==> config.mk <==
export PLATFORM = sky130hd
export DESIGN_NAME = uart_tx
export DESIGN_NICKNAME = d
export VERILOG_FILES = /design/src/rtl/uart_pkg.sv /design/src/rtl/uart_tx.sv
export SDC_FILE = /design/constraint.sdc
export NUM_CORES = 1
export LEC_CHECK = 0
export BUFFER_PORTS_ARGS = -buffer_cell sky130_fd_sc_hd__buf_2
export CORE_MARGIN = 2
export CORE_UTILIZATION = 35
export CTS_CLUSTER_SIZE = 20
export DETAILED_ROUTE_END_ITERATION = 12
export GPL_TIMING_DRIVEN = 0
export SYNTH_ARGS = -nofsm -noshare
export SYNTH_HDL_FRONTEND = slang
export SYNTH_SLANG_ARGS = --single-unit
==> constraint.sdc <==
create_clock -name clk -period 1.65 [get_ports clk]
set_clock_uncertainty 0.05 [all_clocks]
set_input_delay 0.165 -clock clk [delete_from_list [all_inputs] [get_ports clk]]
set_output_delay 0.165 -clock clk [all_outputs]
set_load 0.1 [all_outputs]
==> src/rtl/uart_pkg.sv <==
// Shared UART definitions: FSM state encoding, parity modes, oversampling ratio
// and the parity helper used by the transmitter (and by the matching receiver).
package uart_pkg;

    // Transmitter FSM states; 3-bit encoding leaves spare codes that recover to idle.
    typedef enum logic [2:0] {
        ST_IDLE   = 3'd0,
        ST_START  = 3'd1,
        ST_DATA   = 3'd2,
        ST_PARITY = 3'd3,
        ST_STOP   = 3'd4
    } uart_state_e;

    // Parity selection for the PARITY parameter.
    localparam int PARITY_NONE = 0;
    localparam int PARITY_EVEN = 1;
    localparam int PARITY_ODD  = 2;

    // s_tick pulses per bit period; the receiver uses the same ratio.
    localparam int OVERSAMPLE = 16;

    // Last tick index inside one bit period, sized to the tick counter.
    localparam logic [5:0] OS_LAST = 6'(OVERSAMPLE - 1);

    // Parity bit for a (zero-extended) data word: even parity is the XOR of the
    // data bits, odd parity is its complement. Zero extension does not change it.
    function automatic logic parity_bit(input logic [7:0] data, input int mode);
        logic p;
        p = ^data;
        if (mode == PARITY_ODD) begin
            p = ~p;
        end else begin
            p = p;
        end
        return p;
    endfunction

endpackage

==> src/rtl/uart_tx.sv <==
// UART transmitter: serialises one word as start bit, LSB-first data bits,
// optional parity bit and a stop period, paced by a shared 16x s_tick enable.
// The serial line is always driven straight from a flop so it never glitches.
module uart_tx
    import uart_pkg::*;
#(
    parameter int DATA_WIDTH = 8,
    parameter int SB_TICK    = 16,
    parameter int PARITY     = PARITY_NONE
) (
    input  logic                  clk,
    input  logic                  reset,
    input  logic                  s_tick,
    input  logic                  tx_start,
    input  logic [DATA_WIDTH-1:0] din,
    output logic                  tx_ready,
    output logic                  tx_done,
    output logic                  tx
);

    // Last tick of the stop period and index of the last data bit.
    localparam logic [5:0] STOP_LAST = 6'(SB_TICK - 1);
    localparam logic [2:0] BIT_LAST  = 3'(DATA_WIDTH - 1);
    localparam logic       HAS_PAR   = (PARITY != PARITY_NONE);

    uart_state_e           state_q, state_d;
    logic [5:0]            s_q, s_d;        // ticks elapsed in the current bit
    logic [2:0]            n_q, n_d;        // data bit index
    logic [DATA_WIDTH-1:0] shift_q, shift_d;
    logic                  par_q, par_d;
    logic                  tx_q, tx_d;
    logic                  done_q, done_d;

    // Next-state logic: advance through the frame on s_tick boundaries.
    always_comb begin
        state_d = state_q;
        s_d     = s_q;
        n_d     = n_q;
        shift_d = shift_q;
        par_d   = par_q;
        done_d  = 1'b0;
        case (state_q)
            ST_IDLE: begin
                if (tx_start) begin
                    // A tick arriving in the accept cycle is deliberately not counted.
                    shift_d = din;
                    par_d   = parity_bit(8'(din), PARITY);
                    s_d     = 6'd0;
                    state_d = ST_START;
                end else begin
                    state_d = ST_IDLE;
                end
            end
            ST_START: begin
                if (s_tick) begin
                    if (s_q == OS_LAST) begin
                        s_d     = 6'd0;
                        n_d     = 3'd0;
                        state_d = ST_DATA;
                    end else begin
                        s_d = s_q + 6'd1;
                    end
                end else begin
                    s_d = s_q;
                end
            end
            ST_DATA: begin
                if (s_tick) begin
                    if (s_q == OS_LAST) begin
                        s_d     = 6'd0;
                        shift_d = shift_q >> 1;
                        if (n_q == BIT_LAST) begin
                            if (HAS_PAR) begin
                                state_d = ST_PARITY;
                            end else begin
                                state_d = ST_STOP;
                            end
                        end else begin
                            n_d = n_q + 3'd1;
                        end
                    end else begin
                        s_d = s_q + 6'd1;
                    end
                end else begin
                    s_d = s_q;
                end
            end
            ST_PARITY: begin
                if (s_tick) begin
                    if (s_q == OS_LAST) begin
                        s_d     = 6'd0;
                        state_d = ST_STOP;
                    end else begin
                        s_d = s_q + 6'd1;
                    end
                end else begin
                    s_d = s_q;
                end
            end
            ST_STOP: begin
                if (s_tick) begin
                    if (s_q == STOP_LAST) begin
                        s_d     = 6'd0;
                        done_d  = 1'b1;
                        state_d = ST_IDLE;
                    end else begin
                        s_d = s_q + 6'd1;
                    end
                end else begin
                    s_d = s_q;
                end
            end
            default: begin
                // Unknown encoding: fall back to a clean idle line.
                state_d = ST_IDLE;
                s_d     = 6'd0;
                n_d     = 3'd0;
                shift_d = '0;
                par_d   = 1'b0;
            end
        endcase
    end

    // Line level for the upcoming state, so the tx flop changes with the state.
    always_comb begin
        tx_d = 1'b1;
        case (state_d)
            ST_IDLE:   tx_d = 1'b1;
            ST_START:  tx_d = 1'b0;
            ST_DATA:   tx_d = shift_d[0];
            ST_PARITY: tx_d = par_d;
            ST_STOP:   tx_d = 1'b1;
            default:   tx_d = 1'b1;
        endcase
    end

    // State and datapath registers; reset drops any frame and releases the line high.
    always_ff @(posedge clk or posedge reset) begin
        if (reset) begin
            state_q <= ST_IDLE;
            s_q     <= 6'd0;
            n_q     <= 3'd0;
            shift_q <= '0;
            par_q   <= 1'b0;
            tx_q    <= 1'b1;
            done_q  <= 1'b0;
        end else begin
            state_q <= state_d;
            s_q     <= s_d;
            n_q     <= n_d;
            shift_q <= shift_d;
            par_q   <= par_d;
            tx_q    <= tx_d;
            done_q  <= done_d;
        end
    end

    assign tx       = tx_q;
    assign tx_done  = done_q;
    assign tx_ready = (state_q == ST_IDLE);

endmodule
==> flow_summary.yaml, run 1 <==
drt:
  firstDrtPassIters: 4
  drtIter0Drc: 77
  remaining_drc_errors: 0
  viasPerCell: 5.40
  totalWireLength_mm: 3.36
  vias: 1178
  routedWlPerCell_um: 15.4
  ant_nets: 0
setup_path:
  crit_type: "flop to flop"
  worst_path_dominant_cell_family: "simple AND/OR/NAND/NOR gates"
  cpPeakStageDelay_ps: 420
  cp_max_fo: 4
  path_cells: "buf_6, or3b_4, nor3_4, a211o_2, nor2_1, o22ai_1"
  crit_buf_inv: 1
  cp.arrival_ps: 1820
  critPathSlowestCell: "dfrtp_1"
  required_ps: 1790
  cp-end-kind: "flop"
  reg2reg_depth: 6
  path_depth: 6
  critPathLaunchType: "flop"
sta:
  hold_viol_final: 0
  setup_violations: 3
  rsz0062_at_grt: "yes"
  worstMarginPinSlew_ps: 899
  finalCritPeriodShare_pct: 102
  fmax_mhz: 595
  fin_tns_setup_ps: -55.2
  slew_viol_final: 0
  relSlewSlack_pct: 40.0
  post-route-min-period_ps: 1680
  worst_slack_ps: -29.7
synthesis:
  synth.area.top_cells: "dfrtp_1 (40%), xnor2_1 (5.1%), a22o_2 (4.4%), nand2_1 (3.5%), a21o_1 (3.3%)"
  yosysMostFrequentCell: "dfrtp_1"
  syn-cell-area_mm2: 0.00138
  synth_top_area_share_pct: 39.9
  synth_ff_type: "dfrtp_1"
  synth.distinct_cells: 45
  synth_cells: 138
  synthTopCellsByCount: "dfrtp_1 (22), nand2_1 (13), nor2_1 (10)"
  synth_top_cell_by_area: "dfrtp_1"
  yosysSeqAreaShare_pct: 41.8
  synth-seq-cells: 23
  synthesis.nets: 153
  synth.avg_cell_area_um2: 10.0
  synth-edff-count: 0
  yosys_warnings: 0
  synthArstFlopShare_pct: 100
global_routing:
  grt_pass1_wl_mm: 5.52
  grt_overflow: 0
  antenna_found_initial: 0
  grt_start_max_net_pins: 24
  grt_usage_pct: 16.3
  grt_pass1_vias: 1199
final_layout:
  final_nets: 186
  areaGrowthSynthToFinish_pct: 33.4
  final_cell_area_mm2: 0.00184
  drive_above_1_share_pct: 47.1
  antennaDiodeCount: 0
  stdcell_count: 218
pwr:
  p_total_uw: 2550
  leakage_uw: 0.000833
  p_per_area_mw_per_mm2: 1390
  ir_worst_vdd_mv: 0.414
clock_tree:
  cts_tree: "done"
  clock_sinks: 23
  clkLatencyLatePin_ps: 260
  htree_levels: 1
  cts-root-buf: "clkbuf_8"
  numCtsBuffers: 3
  clock_path_buffers: 2
  clk_pin_slew_worst_paths_ps: 80
placement:
  gp_congestion: 0.811
  io_buffers: 14
  dp.cells: 200
  dp_hpwl_mm: 2.14
  place_area_mm2: 0.00154
  place_ws_ps: -260
run:
  drv_cap: 0
floorplanning:
  start_util_pct: 37.1
  dieArea_mm2: 0.00446
  fp-row-count: 22
  core_area_mm2: 0.00372
  io_pins: 15
  die_h_um: 66.8
  fp.dieW_um: 66.8
outcome:
  violations: "negative setup slack"
  status: "complete, but fails checks"
hold_path:
  min_path_type: "input pin to asynchronous set/reset pin"
-- layer usage --
layer	vias to the layer above	track usage (%)	part of all wire [%]
met5	-	0	0
met4	0	8.42	2.3
met3	6	2.03	2.9
met2	28	27.1	53
met1	582	20.4	42
li1	562	-	-
-- cells in the final DEF, fill, tap and decap left out, types with 2 or more instances in the layout --
cell	synthesis	final
nand2b_1	3	2
a22o_2	6	6
buf_4	2	16
o21ai_0	5	4
nand2_2	0	2
dfrtp_1	22	18
o21bai_1	2	2
clkbuf_8	0	3
nor2_1	10	8
buf_6	1	2
buf_2	1	13
and4bb_2	2	2
nor2_2	1	2
a21o_1	6	6
and3_2	3	3
nor3_4	1	3
mux2i_1	3	3
nand3_1	3	2
nand2_1	13	11
xor2_1	2	2
inv_1	8	7
dfrtp_2	0	4
xnor2_1	8	7
a21oi_1	7	4
ha_4	0	2
a21oi_2	0	2
-- path summary, 6_finish.rpt --
kind	from	end	slack, ps
setup reg to reg	state_q[1]$_DFF_PP0_	tx$_DFF_PP1_	-30
max in group asynchronous	reset	state_q[0]$_DFF_PP0_	910
hold reg to reg	shift_q[3]$_DFFE_PP0P_	shift_q[3]$_DFFE_PP0P_	440
setup / recovery	state_q[1]$_DFF_PP0_	tx$_DFF_PP1_	-30
hold / removal	reset	shift_q[2]$_DFFE_PP0P_	30
min in group clk	din[7]	shift_q[7]$_DFFE_PP0P_	100
-- what timing repair did --
action                     4_1_cts  5_1_grt
pin swaps                       10       19
setup buffers                   12        2
setup endpoints to repair       14       17
resized for setup               17       19
hold buffers                     0        0
-- sequential cells by signal, summed over array words and instances (netlist names) --
signal,flops
state_q,3
tx_done,1
s_q,6
n_q,3
tx,1
par_q,1
shift_q,8
-- metrics by stage --
step	utilization, %	hold slack (ps)
floorplan	-	116
detailed placement	41.5	356
CTS	47.1	68.2
global route	49.5	103
finish	49.5	31.4
global placement	41.5	346
-- area by class of cell --
| cell class | count | area (um2) |
|---|---|---|
| clock buffer | 3 | 41.3 |
| tap | 48 | 60.1 |
| sequential | 23 | 582 |
| fill | 343 | 1880 |
| timing repair buffer | 28 | 194 |
| inverter | 8 | 30.0 |
| clock inverter | 1 | 5.00 |
| buffer | 4 | 33.8 |
| multi-input combinational | 103 | 895 |
-- cell families (layout without fill, tap and decap cells) --
| group | Yosys count | in the layout | share of synthesized area, % |
|---|---|---|---|
| simple gates | 47 | 47 | 20.8 |
| compound gates | 39 | 39 | 20.9 |
| flops | 23 | 23 | 41.8 |
| buf+inv | 12 | 44 | 4.44 |
| xor+xnor | 10 | 10 | 6.35 |
| mux | 4 | 4 | 2.99 |
| fa+ha+maj | 3 | 3 | 2.72 |
-- report_power, final --
part	switching, uW	internal (uW)
logic	694	556
clock network	184	169
registers	168	783
total	1050	1510
Note: power is estimated with default switching activity, not from simulation.
==> run 2: changes to the inputs <==
--- a/config.mk
+++ b/config.mk
@@ -6,8 +6,10 @@
 export NUM_CORES = 1
 export LEC_CHECK = 0
 export BUFFER_PORTS_ARGS = -buffer_cell sky130_fd_sc_hd__buf_2
+export CORE_ASPECT_RATIO = 1.2
 export CORE_MARGIN = 2
 export CORE_UTILIZATION = 35
+export CTS_BUF_LIST = sky130_fd_sc_hd__clkbuf_8
 export CTS_CLUSTER_SIZE = 20
 export DETAILED_ROUTE_END_ITERATION = 12
 export GPL_TIMING_DRIVEN = 0
==> flow_summary.yaml, run 2 (synthesis gave the netlist of run 1 again) <==
outcome:
  status: "complete, but fails checks"
  violations: "negative setup slack"
setup_path:
  cp_max_fo: 7
  path_cells: "ha_4, and4bb_2, nand3_2, a21oi_4, o21ai_4, a22o_1"
  crit_type: "flop to flop"
  critPathSlowestCell: "dfrtp_1"
  cpPeakStageDelay_ps: 390
  critPathLaunchType: "flop"
  required_ps: 1760
  worst_path_dominant_cell_family: "compound AO/OA/AOI/OAI gates"
  cp-end-kind: "flop"
  cp.arrival_ps: 1790
  rrSetupSlack_ps: -30
  crit_buf_inv: 0
pwr:
  seqPwrFrac_pct: 36.8
  p_total_uw: 2550
  p_int_uw: 1520
  swShare_pct: 40.3
  p_per_area_mw_per_mm2: 1360
  ir_worst_vdd_mv: 0.628
  clkPwrFrac_pct: 13.8
  p_sw_uw: 1030
  leakage_uw: 0.000864
  p_comb_share_pct: 49.4
placement:
  dp_hpwl_mm: 2.19
  gp_congestion: 0.876
  dp.cells: 206
  place_area_mm2: 0.00155
  place_ws_ps: -309
  io_buffers: 14
clock_tree:
  cts_hold_buf: 0
  htree_levels: 1
  clock_sinks: 23
  clock_path_buffers: 2
  cts_tree: "done"
  clkLatencyLatePin_ps: 270
  cts-root-buf: "clkbuf_8"
  clk_pin_slew_worst_paths_ps: 80
  numCtsBuffers: 3
floorplanning:
  start_util_pct: 35.9
  core_area_mm2: 0.00385
  fp.dieW_um: 61.3
  fp-row-count: 25
  dieArea_mm2: 0.00446
  io_pins: 15
  die_h_um: 72.8
sta:
  post-route-min-period_ps: 1680
  worst_slack_ps: -25.5
  setup_violations: 2
  relSlewSlack_pct: 40.5
  worstMarginPinSlew_ps: 892
  slew_viol_final: 0
  fmax_mhz: 597
  finalCritPeriodShare_pct: 102
  hold_viol_final: 0
  rsz0062_at_grt: "yes"
drt:
  firstDrtPassIters: 4
  routedWlPerCell_um: 14.6
  ant_nets: 0
  vias: 1204
  totalWireLength_mm: 3.38
  remaining_drc_errors: 0
  drtIter0Drc: 37
  viasPerCell: 5.21
final_layout:
  final_cell_mix: "buf_4 (22), dfrtp_1 (19), buf_2 (13)"
  final_util_pct: 48.9
  layout_commonest_cell: "buf_4"
  areaGrowthSynthToFinish_pct: 36.3
  antennaDiodeCount: 0
  multi_input_comb_area_um2: 877
  largest_register_ffs: 8
  final_nets: 193
  fillers: 361
  final_cell_area_mm2: 0.00188
  regMostFlops: "shift_q"
  register_area_um2: 581
  drive_above_1_share_pct: 45.2
  stdcell_count: 231
  top_regs: "shift_q (8), s_q (6)"
global_routing:
  grt_pass1_vias: 1232
  grt_usage_pct: 16.2
  grt_overflow: 0
  antenna_found_initial: 0
  grt_pass1_wl_mm: 5.45
  grt_start_max_net_pins: 24
run:
  drv_cap: 0
hold_path:
  min_path_type: "input pin to asynchronous set/reset pin"
==> run 2: metal layers <==
layer	part of all wire, %	global-route usage [%]	wire (um)
met5	0	0	0
met4	1.7	5.80	58
met1	45	19.8	1520
met3	2.7	2.30	90
met2	51	28.4	1710
==> run 2: repair_timing <==
| action | 4_1_cts | 5_1_grt |
|---|---|---|
| buffers inserted | 13 | 8 |
| gates resized for setup | 14 | 15 |
| pin swaps | 4 | 14 |
| endpoints found under the setup margin | 14 | 15 |
==> run 2: power groups by stage <==
stage | registers [uW] | logic [uW] | clock network [uW]
detailed placement | 947 | 953 | 0
finish | 939 | 1260 | 353
global route | 958 | 1390 | 386
global placement | 938 | 934 | 0
floorplan | 997 | 704 | 0
CTS | 924 | 1100 | 357
==> run 2: layout make-up <==
cell class / count / share of cell area, %
Timing Repair Buffer: 35 / 13.1
Inverter: 8 / 1.60
Buffer: 4 / 1.80
Tap cell: 54 / 3.59
Sequential cell: 23 / 30.9
Clock inverter: 1 / 0.200
Multi-Input combinational cell: 103 / 46.6
Clock buffer: 3 / 2.20
==> run 2: path summary, 6_finish.rpt <==
path / from / to / depth (start not counted)
min reg2reg: shift_q[3]$_DFFE_PP0P_ / shift_q[3]$_DFFE_PP0P_ / 1
max in group asynchronous: reset / state_q[0]$_DFF_PP0_ / 2
max reg2reg: s_q[1]$_DFFE_PP0P_ / shift_q[7]$_DFFE_PP0P_ / 6
min: reset / tx_done$_DFF_PP0_ / 2
min in group clk: din[7] / shift_q[7]$_DFFE_PP0P_ / 2
max: s_q[1]$_DFFE_PP0P_ / shift_q[7]$_DFFE_PP0P_ / 6
==> run 2: metrics by stage <==
step | setup TNS [ps] | hold WS, ps
floorplan | 0 | 116
global placement | -1880 | 336
detailed placement | -2440 | 355
CTS | -134 | 64.7
global route | -286 | 110
finish | -34.0 | 24.1
==> run 3: changes to the inputs <==
==> constraint.sdc (replaced) <==
create_clock -name clk -period 1.6 [get_ports clk]
set_clock_uncertainty 0.05 [all_clocks]
set_input_delay 0.16 -clock clk [delete_from_list [all_inputs] [get_ports clk]]
set_output_delay 0.16 -clock clk [all_outputs]
set_load 0.1 [all_outputs]
==> flow_summary.yaml, run 3 (synthesis gave the netlist of run 1 again) <==
clock_tree:
  clock_path_buffers: 2
  cts_hold_buf: 0
  clkLatencyLatePin_ps: 260
  numCtsBuffers: 3
  cts-root-buf: "clkbuf_8"
  clock_sinks: 23
  htree_levels: 1
  cts_tree: "done"
  clk_pin_slew_worst_paths_ps: 80
setup_path:
  cp.arrival_ps: 1820
  path_cells: "ha_4, and4bb_2, a211oi_2, o211ai_1, o21bai_1, o22ai_1"
  regToRegEndpoint: "tx$_DFF_PP1_"
  crit_type: "flop to flop"
  rrSetupSlack_ps: -90
  r2r_start: "s_q[0]$_DFFE_PP0P_"
  reg2reg_depth: 6
  critPathSlowestCell: "dfrtp_2"
  cpPeakStageDelay_ps: 430
  cp-end-kind: "flop"
  critPathLaunchType: "flop"
  cp_max_fo: 3
  required_ps: 1730
placement:
  dp_hpwl_mm: 2.24
  gp_congestion: 0.827
  io_buffers: 14
floorplanning:
  fp-row-count: 25
  core_area_mm2: 0.00385
  start_util_pct: 35.9
  fp.dieW_um: 61.3
  die_h_um: 72.8
  io_pins: 15
  dieArea_mm2: 0.00446
drt:
  totalWireLength_mm: 3.45
  ant_nets: 0
  drtIter0Drc: 27
  vias: 1186
  firstDrtPassIters: 4
  wl_met2_mm: 1.89
  viasPerCell: 5.16
  highest_layer: "met4"
  m1WireLength_mm: 1.39
  remaining_drc_errors: 0
  routed-wl-met3_um: 111
  routedWlPerCell_um: 15.0
global_routing:
  grt_overflow: 0
  grt_usage_pct: 17.1
  grt_start_max_net_pins: 24
  grt_pass1_wl_mm: 5.75
  grt_pass1_vias: 1308
  antenna_found_initial: 0
outcome:
  status: "complete, but fails checks"
  violations: "negative setup slack"
final_layout:
  areaGrowthSynthToFinish_pct: 36.7
  antennaDiodeCount: 0
  fillers: 374
  final_cell_mix: "buf_4 (22), dfrtp_1 (17), buf_2 (13)"
  top_regs: "shift_q (8), s_q (6)"
  layout_commonest_cell: "buf_4"
  regMostFlops: "shift_q"
  final_nets: 192
  drive_above_1_share_pct: 47.7
  largest_register_ffs: 8
  final_util_pct: 49.0
sta:
  rsz0062_at_grt: "yes"
  finalCritPeriodShare_pct: 106
  slew_viol_final: 0
  fin_tns_setup_ps: -584
  worstMarginPinSlew_ps: 914
  post-route-min-period_ps: 1690
  fmax_mhz: 592
  relSlewSlack_pct: 39.0
  worst_slack_ps: -88.7
  setup_violations: 11
  hold_viol_final: 0
pwr:
  ir_worst_vdd_mv: 0.683
  p_per_area_mw_per_mm2: 1420
  leakage_uw: 0.000853
run:
  drv_cap: 0
hold_path:
  min_path_type: "input pin to asynchronous set/reset pin"
## run 3: changes by cell type in the layout (fill, tap and decap cells not counted), sizes merged
cell	change
clkbuf	-1
## run 3: power by group
part           switching (uW)  internal (uW)
Clock                     189            171
Combinational             728            610
Sequential                176            808
Total                    1090           1590
## run 3: worst max path at each step
stage	start	end	slack [ps]	depth (start not counted)
after floorplan	state_q[0]$_DFF_PP0_	tx_ready	-20	2
after global placement	state_q[0]$_DFF_PP0_	tx$_DFF_PP1_	-300	4
after detailed placement	state_q[0]$_DFF_PP0_	tx$_DFF_PP1_	-400	4
after CTS	state_q[1]$_DFF_PP0_	tx$_DFF_PP1_	-50	6
after global routing	n_q[1]$_DFFE_PP0P_	tx$_DFF_PP1_	-160	7
final	s_q[0]$_DFFE_PP0P_	tx$_DFF_PP1_	-90	6
## run 3: repair_timing
action	in CTS	in global routing
setup endpoints to repair	16	18
buffers inserted	17	3
resized for setup	28	5
pin swaps	16	4
## run 3: metrics by stage
stage               instances  power (uW)  instance area, um2  hold slack, ps  worst slack (ps)
floorplan                 138        1760                1420             111             -21.4
global placement          206        1940                1560             333              -302
detailed placement        206        1990                1560             351              -402
CTS                       227        2610                1840            63.3             -48.0
global route              230        2840                1890            95.5              -162
finish                    230        2680                1890            31.6             -88.7
## run 3: layout make-up
type	count	area [um2]	area share, %
Buffer	4	37.5	1.99
Clock buffer	3	41.3	2.19
Clock inverter	1	3.75	0.199
Inverter	8	30.0	1.59
Multi-Input combinational cell	103	888	47.1
Sequential cell	23	583	30.9
Tap cell	54	67.6	3.58
Timing Repair Buffer	34	235	12.5
## run 3: critical path: cells and delay by family (launching register included)
family,cells,cell delay [ps]
fa+ha+maj,1,180
simple gates,1,280
compound gates,4,660
flops,1,430
## run 3: per-layer routing
metal | up-vias | GRT usage, %
met3 | 7 | 1.95
met4 | 0 | 6.52
met5 | - | 0
li1 | 574 | -
met1 | 580 | 19.4
met2 | 25 | 31.3
